[config.mk]
export PLATFORM = sky130hd
export DESIGN_NAME = operand_loader
export DESIGN_NICKNAME = d
export VERILOG_FILES = /design/src/rtl/matmul_pkg.sv /design/src/rtl/bank_addr_gen.sv /design/src/rtl/operand_loader.sv
export SDC_FILE = /design/constraint.sdc
export NUM_CORES = 1
export LEC_CHECK = 0
export CAP_MARGIN = 20
export CORE_ASPECT_RATIO = 0.75
export CORE_MARGIN = 2
export CORE_UTILIZATION = 51
export CTS_CLUSTER_SIZE = 25
export DETAILED_ROUTE_END_ITERATION = 8
export PLACE_DENSITY = 0.81
export SLEW_MARGIN = 10
export SYNTH_ARGS = -nofsm -noshare
export SYNTH_HDL_FRONTEND = slang
export SYNTH_SLANG_ARGS = --single-unit
[constraint.sdc]
create_clock -name clk -period 3.6 [get_ports clk]
set_input_delay 0.72 -clock clk [delete_from_list [all_inputs] [get_ports clk]]
set_output_delay 0.72 -clock clk [all_outputs]
set_load 0.03 [all_outputs]
[src/rtl/matmul_pkg.sv]
// matmul_pkg: shared matmul defaults (N, M, DATA_W), per-bank address width helper aw_f, loader state enum
package matmul_pkg;
  localparam int N_DEF = 3;
  localparam int M_DEF = 6;
  localparam int DATA_W_DEF = 8;
  function automatic int aw_f(input int n, input int m);
    return $clog2((m * m) / n);
  endfunction
  typedef enum logic [1:0] {IDLE, LOAD_A, LOAD_B, DONE} load_state_t;
endpackage

[src/rtl/bank_addr_gen.sv]
// bank_addr_gen: bank/slice/pixel wrap counters (ports: clk rst clr adv -> bank_oh addr last); BANK_FAST=0 pixel fastest, =1 bank fastest
module bank_addr_gen
  import matmul_pkg::*;
#(
  parameter int N = N_DEF,
  parameter int M = M_DEF,
  parameter bit BANK_FAST = 1'b0,
  parameter int AW = aw_f(N, M)
) (
  input  logic          clk,
  input  logic          rst,
  input  logic          clr,
  input  logic          adv,
  output logic [N-1:0]  bank_oh,
  output logic [AW-1:0] addr,
  output logic          last
);
  localparam int S = M / N;
  localparam int BW = N > 1 ? $clog2(N) : 1;
  localparam int SW = S > 1 ? $clog2(S) : 1;
  localparam int PW = M > 1 ? $clog2(M) : 1;
  logic [BW-1:0] bank;
  logic [SW-1:0] slice;
  logic [PW-1:0] pix;
  logic bank_w, slice_w, pix_w, bank_inc, slice_inc, pix_inc;
  always_comb begin
    bank_w = bank == BW'(N - 1);
    slice_w = slice == SW'(S - 1);
    pix_w = pix == PW'(M - 1);
    pix_inc = BANK_FAST ? adv && bank_w && slice_w : adv;
    bank_inc = BANK_FAST ? adv : adv && pix_w;
    slice_inc = BANK_FAST ? adv && bank_w : adv && pix_w && bank_w;
    last = bank_w && slice_w && pix_w;
    bank_oh = N'(1) << bank;
    addr = AW'(int'(slice) * M + int'(pix));
  end
  always_ff @(posedge clk) begin
    if (rst || clr) begin
      bank <= '0;
      slice <= '0;
      pix <= '0;
    end else begin
      if (bank_inc) bank <= bank_w ? '0 : bank + 1'b1;
      if (slice_inc) slice <= slice_w ? '0 : slice + 1'b1;
      if (pix_inc) pix <= pix_w ? '0 : pix + 1'b1;
    end
  end
endmodule

[src/rtl/operand_loader.sv]
// operand_loader: loads A then B row-major streams into N-banked operand RAMs (ports: clk rst start in_data/in_valid/in_last -> in_ready wr_*_A wr_*_B busy load_done load_err; LOADER_LAST_CHECK_EN enables the in_last framing check)
module operand_loader
  import matmul_pkg::*;
#(
  parameter int N = N_DEF,
  parameter int M = M_DEF,
  parameter int DATA_W = DATA_W_DEF,
  localparam int AW = aw_f(N, M)
) (
  input  logic              clk,
  input  logic              rst,
  input  logic              start,
  input  logic [DATA_W-1:0] in_data,
  input  logic              in_valid,
  input  logic              in_last,
  output logic              in_ready,
  output logic [N-1:0]      wr_en_A,
  output logic [AW-1:0]     wr_addr_A,
  output logic [DATA_W-1:0] wr_data_A,
  output logic [N-1:0]      wr_en_B,
  output logic [AW-1:0]     wr_addr_B,
  output logic [DATA_W-1:0] wr_data_B,
  output logic              busy,
  output logic              load_done,
  output logic              load_err
);
  load_state_t state;
  logic hs, hs_a, hs_b, last_a, last_b;
  logic [N-1:0] oh_a, oh_b;
  logic [AW-1:0] addr_a, addr_b;
  always_comb begin
    in_ready = state == LOAD_A || state == LOAD_B;
    busy = in_ready;
    hs = in_valid && in_ready;
    hs_a = hs && state == LOAD_A;
    hs_b = hs && state == LOAD_B;
  end
  bank_addr_gen #(.N(N), .M(M), .BANK_FAST(1'b0), .AW(AW)) u_gen_a (
    .clk(clk), .rst(rst), .clr(state != LOAD_A), .adv(hs_a),
    .bank_oh(oh_a), .addr(addr_a), .last(last_a)
  );
  bank_addr_gen #(.N(N), .M(M), .BANK_FAST(1'b1), .AW(AW)) u_gen_b (
    .clk(clk), .rst(rst), .clr(state != LOAD_B), .adv(hs_b),
    .bank_oh(oh_b), .addr(addr_b), .last(last_b)
  );
  always_ff @(posedge clk) begin
    if (rst) state <= IDLE;
    else state <= state == IDLE   ? (start ? LOAD_A : IDLE)
                : state == LOAD_A ? (hs && last_a ? LOAD_B : LOAD_A)
                : state == LOAD_B ? (hs && last_b ? DONE : LOAD_B)
                : IDLE;
  end
  always_ff @(posedge clk) begin
    if (rst) begin
      wr_en_A <= '0;
      wr_addr_A <= '0;
      wr_data_A <= '0;
      wr_en_B <= '0;
      wr_addr_B <= '0;
      wr_data_B <= '0;
      load_done <= 1'b0;
    end else begin
      wr_en_A <= hs_a ? oh_a : '0;
      wr_en_B <= hs_b ? oh_b : '0;
      if (hs_a) begin
        wr_addr_A <= addr_a;
        wr_data_A <= in_data;
      end
      if (hs_b) begin
        wr_addr_B <= addr_b;
        wr_data_B <= in_data;
      end
      load_done <= state == DONE;
    end
  end
`ifdef LOADER_LAST_CHECK_EN
  always_ff @(posedge clk) begin
    if (rst || (state == IDLE && start)) load_err <= 1'b0;
    else if (hs && in_last != (state == LOAD_A ? last_a : last_b)) load_err <= 1'b1;
  end
`else
  logic unused_last;
  always_comb begin
    unused_last = in_last;
    load_err = 1'b0;
  end
`endif
endmodule

### Word level (Yosys, flattened, before mapping)

Cells that the tools add are included.

| storage, ports and cells | value |
|---|---|
| register bits | 45 |
| input bits | 13 |
| output and inout port bits | 34 |
| word-level logic and storage cells | 68 |

| cells by class | value |
|---|---|
| $add $sub $neg | 8 |
| multiply operators | 2 |
| eq/ne operators | 9 |
| shift operators | 2 |
| mux-type cells | 12 |
| bitwise logic cells | 2 |
| reduce and logical (&&, ||, !) cells | 19 |

Operator list:

| operator | number |
|---|---|
| 1-bit logical AND | 13 |
| 2-bit 2-to-1 mux | 6 |
| 4-bit adder | 2 |
| 2-bit == test (second input constant) | 4 |
| 3-bit by 1-bit adder with 3-bit output (second input constant) | 2 |
| 3-bit == test (second input constant) | 2 |
| 1-bit by 2-bit multiplier with 3-bit output (second input constant) | 2 |
| 3-bit 2-to-1 mux | 2 |
| 1-bit by 2-bit << shifter with 3-bit output (first input constant) | 2 |
| 2-bit by 1-bit adder with 2-bit output (second input constant) | 2 |
| 1-bit 2-to-1 mux | 4 |
| 2-bit OR reduction | 2 |
| 1-bit logical OR | 3 |
| 1-bit adder (second input constant) | 2 |
| 2-bit by 1-bit == test with 1-bit output (second input constant) | 1 |
| 2-bit zero test | 1 |
| 2-bit by 1-bit != test with 1-bit output (second input constant) | 1 |
| 2-bit != test (second input constant) | 1 |
| 1-bit NOT | 2 |

### Logic depth before layout (Yosys ltp)

| logic depth | value |
|---|---|
| depth after elaboration | 8 |
| gate-level depth with buffers | 7 |
| mapped depth without buffers | 5 |

### By module

From an unflattened synthesis, not the netlist that was laid out.

| unflattened totals | value |
|---|---|
| cell total of the unflattened synthesis | 207 |
| area total of the unflattened synthesis | 1,919.3 um^2 |

Modules (own cells, without submodules):

| module | instances | cells an instance | area an instance (um^2) | seq. area each (um^2) |
|---|---|---|---|---|
| operand_loader | 1 | 142 | 1,276.2 | 660.6 |
| bank_addr_gen (u_gen_a) | 1 | 34 | 321.6 | 120.1 |
| bank_addr_gen (u_gen_b) | 1 | 31 | 321.6 | 120.1 |

### Least setup slack after synthesis

OpenSTA, ideal clock, no wires.

| timing | value |
|---|---|
| path kind | register to output |
| from | reg state[0] |
| to | out in_ready |
| arrival time | 1.168 ns |
| data required time | 2.880 ns |
| setup slack | 1.712 ns |
| cell stages (with the launch flop) | 4 |
| path buffers | 1 |
| path through | dfxtp_1 > inv_1 > ha_1 > buf_4 |

| between the ends | value |
|---|---|
| cells in the longest elaborated chain, start to end | 2 |
| elaborated cells between the ends (all ways) | 3 |
| those cells by class | 2 x eq/ne; 1 x reduce/logical |

Ends and longest elaborated chain:

| element | line | text |
|---|---|---|
| start, declared | operand_loader.sv:27 | `load_state_t state;` |
| start signal, assigned | operand_loader.sv:48 | `else state <= state == IDLE ? (start ? LOAD_A : IDLE)` |
| 2-bit by 1-bit == test with 1-bit output / 2-bit == test (equally long branches) | operand_loader.sv:32 | `in_ready = state == LOAD_A \|\| state == LOAD_B;` |
| 1-bit logical OR * | operand_loader.sv:32 |  |
| end, declared | operand_loader.sv:16 | `output logic in_ready,` |

Every way passes the cells marked *; elsewhere a longest branch is shown, timed or not.

### Worst setup path after layout

| timing | value |
|---|---|
| from | reg state[0] |
| to | out busy |

| between the ends | value |
|---|---|
| cells in the longest elaborated chain, start to end | 2 |
| elaborated cells between the ends (all ways) | 3 |
| those cells by class | 2 x eq/ne; 1 x reduce/logical |

Ends and longest elaborated chain:

| element | line | text |
|---|---|---|
| 2-bit by 1-bit == test with 1-bit output / 2-bit == test (equally long branches) | operand_loader.sv:32 |  |
| 1-bit logical OR * | operand_loader.sv:32 |  |
| end, declared | operand_loader.sv:23 | `output logic busy,` |

Marked as above.

==> flow_summary.toml <==
[place]
dp_cells = 276
dp_slack_ps = 1010
port_buffers = 44
post-dp-hpwl_um = 2610
globalplace.congestion = 0.743
placed_cell_area_mm2 = 0.00223

[die]
die_area_mm2 = 0.00401
core.rowCount = 18
start_util_pct = 53.8
die_h_um = 55.4
fp.dieW_um = 72.5
num_io_pins = 47
core-area_mm2 = 0.00333

[sta]
fin_crit_ps = 2630
setup_viol = 0
setup_tns_ps = 0
slew_headroom_pct = 63.3
clock_skew_ps = 2.96
worst_pin_slew_ps = 549
hold_slack_ps = 454
max_freq_ghz = 0.381
report.final.slew_viol_count = 0
rsz0062_at_grt = "no"
finalCritPeriodShare_pct = 73.0
fin_ws_ps = 974
finalHoldViolCount = 0

[critical_path]
critPathLaunchType = "register"
cp-end-kind = "primary output"
worst_r2r_endpoint = "u_gen_a.bank[1]"
endpoint = "busy"
r2r-start = "state[0]"
rrSetupSlack_ps = 1660
crit_slowest_cell = "clkdlybuf4s50_1"
cp_max_fo = 8
max_stage_delay_ps = 730
path_cells = "inv_1 -> ha_1 -> clkdlybuf4s50_1"
ff2ff_path_depth = 5
cp.arrival_ps = 1910
startpoint = "state[0]"
worstSetupPathType = "register to primary output"
worstPathRequired_ps = 2880

[power]
leakagePower_nw = 0.746
clkPwrFrac_pct = 32.1
internal_power_mw = 0.667
switching_share_pct = 23.8
power_frac_comb_pct = 9.8
ir_drop_uv = 262
p_sw_mw = 0.208
pwr_density_cell_mw_per_mm2 = 380
p_seq_share_pct = 58.1

[worst_hold_path]
min_path_type = "register to register"

[clock_tree]
post_cts_buffers = 0
cts_made_buffers = 5
clock-sinks = 45
cts_tree = "done"
clockBufferDepth = 2
h-tree-depth = 2
cts-resized-gates = 0
hold_buffers = 0
clk_latency_ps = 290
cts_root_buffer = "clkbuf_8"
clkTransAtPathRegs_ps = 70

[global_route]
grt_antenna_before_repair = 0
grt_util_all_layers_pct = 19.3
grt_pass1_wl_um = 5920
overflow = 0
grt_max_degree = 17
grt_pass1_vias = 1249

[synthesis]
syn_area_per_cell_um2 = 8.84
synth_top_area_share_pct = 50.2
async_flop_share_pct = 0
synthTopCellsByCount = "dfxtp_1, nand2_1, a21oi_1"
yosysSeqAreaShare_pct = 50.2
yosys.area.top_type = "dfxtp_1"
synth_edf_count = 0
synth_area_leaders = "dfxtp_1, nand2_1, a21oi_1"
synth_area_mm2 = 0.00179
ys_ff_latch = 45
synth_nets = 224
yosysUniqueCellTypes = 34
synth_ff_type = "dfxtp_1"
syn_inst = 203
ys_warn_count = 0

[routing]
vias = 1509
finalWirelength_um = 3730
firstDrtPassIters = 4
antenna_left = 0
wl_per_cell_um = 13.2
route.detailed.drc = 0
drt_iter0_drc = 96
via_per_inst = 5.35

[finish]
instances_no_fill = 282
drive_gt1_share_pct = 3.72
area_growth_pct = 28.3
nFillCells = 276
antenna_cells = 0
final_area_mm2 = 0.00230
nets = 264

[flow_run]
max_cap_violations = 0

[status]
status = "completed"
==> critical path, delay by kind of cell, from the launching register on <==
family,cells,cell delay (ps)
buffers and inverters,2,800
adder cells (fa/ha/maj),1,450
flip-flops,1,360
==> worst min path at each step <==
stage               startpoint            to  slack [ps]  depth (start not counted)
4_1_cts           wr_addr_B[1]  wr_addr_B[1]         460                          2
6_report          wr_addr_B[1]  wr_addr_B[1]         450                          2
3_5_place_dp      wr_addr_B[1]  wr_addr_B[1]         450                          2
3_3_place_gp      wr_data_A[6]  wr_data_A[6]         440                          2
2_1_floorplan  u_gen_a.bank[0]    wr_en_A[0]         450                          1
5_1_grt           wr_data_A[7]  wr_data_A[7]         470                          2
==> area by class of cell <==
class / count / area [um2] / area share, %
flip-flops and latches: 45 / 901 / 39.1
multi-input cells: 137 / 796 / 34.6
repair buffers: 45 / 448 / 19.5
clock buffers: 5 / 68.8 / 2.99
well taps: 40 / 50.0 / 2.17
inverters: 9 / 33.8 / 1.47
clock inverters: 1 / 5.00 / 0.217
==> power by group through the flow <==
stage,Sequential [mW],Combinational (mW),Clock [mW]
floorplan,0.528,0.0450,0
global placement,0.519,0.0851,0
detailed placement,0.519,0.0858,0
CTS,0.508,0.0862,0.287
global route,0.508,0.0920,0.312
finish,0.508,0.0861,0.280
==> metrics by stage <==
stage          total power [mW]  util, %
3_3_place_gp              0.604     66.9
5_1_grt                   0.913     69.1
3_5_place_dp              0.605     66.9
6_report                  0.874     69.1
2_1_floorplan             0.573        -
4_1_cts                   0.880     69.1
==> registers in the layout (all words and copies together) (netlist names), 3 cells and up <==
signal       cells
wr_data_B        8
u_gen_a.pix      3
wr_en_A          3
wr_addr_B        4
wr_en_B          3
wr_addr_A        4
u_gen_b.pix      3
wr_data_A        8
==> metal layers <==
metal	track usage, %	part of all wire (%)	vias to the layer above
met3	5.11	3.6	7
met4	9.79	1.8	0
met5	0	0	-
li1	-	-	757
met1	25.0	47	714
met2	29.6	48	31
==> cells by family (layout without fill, tap and decap cells) <==
| group | after synthesis | count (layout) | synth area share, % |
|---|---|---|---|
| simple gates | 83 | 83 | 23.3 |
| fa+ha+maj | 8 | 8 | 6.42 |
| compound gates | 42 | 42 | 12.9 |
| buf+inv | 21 | 60 | 5.44 |
| xor+xnor | 2 | 2 | 0.976 |
| mux | 1 | 1 | 0.558 |
| other cells | 1 | 1 | 0.209 |
| flops | 45 | 45 | 50.2 |
==> cells in the final DEF, fill, tap and decap left out, types with 2 or more instances in the layout <==
cell type        instances
dfxtp_1                 45
nor2_1                   9
nand4b_1                 4
fa_1                     2
nor4_1                   2
a211oi_1                 5
o21ai_0                  7
clkbuf_8                 5
clkdlybuf4s50_1         44
a21oi_1                 28
and3_1                   2
nand2_1                 45
nor4b_1                  3
nand2b_1                 2
or4_1                    3
ha_1                     6
inv_1                    9
or3_1                    3
nand3b_1                 3
Power figures use the tool's default switching activity.
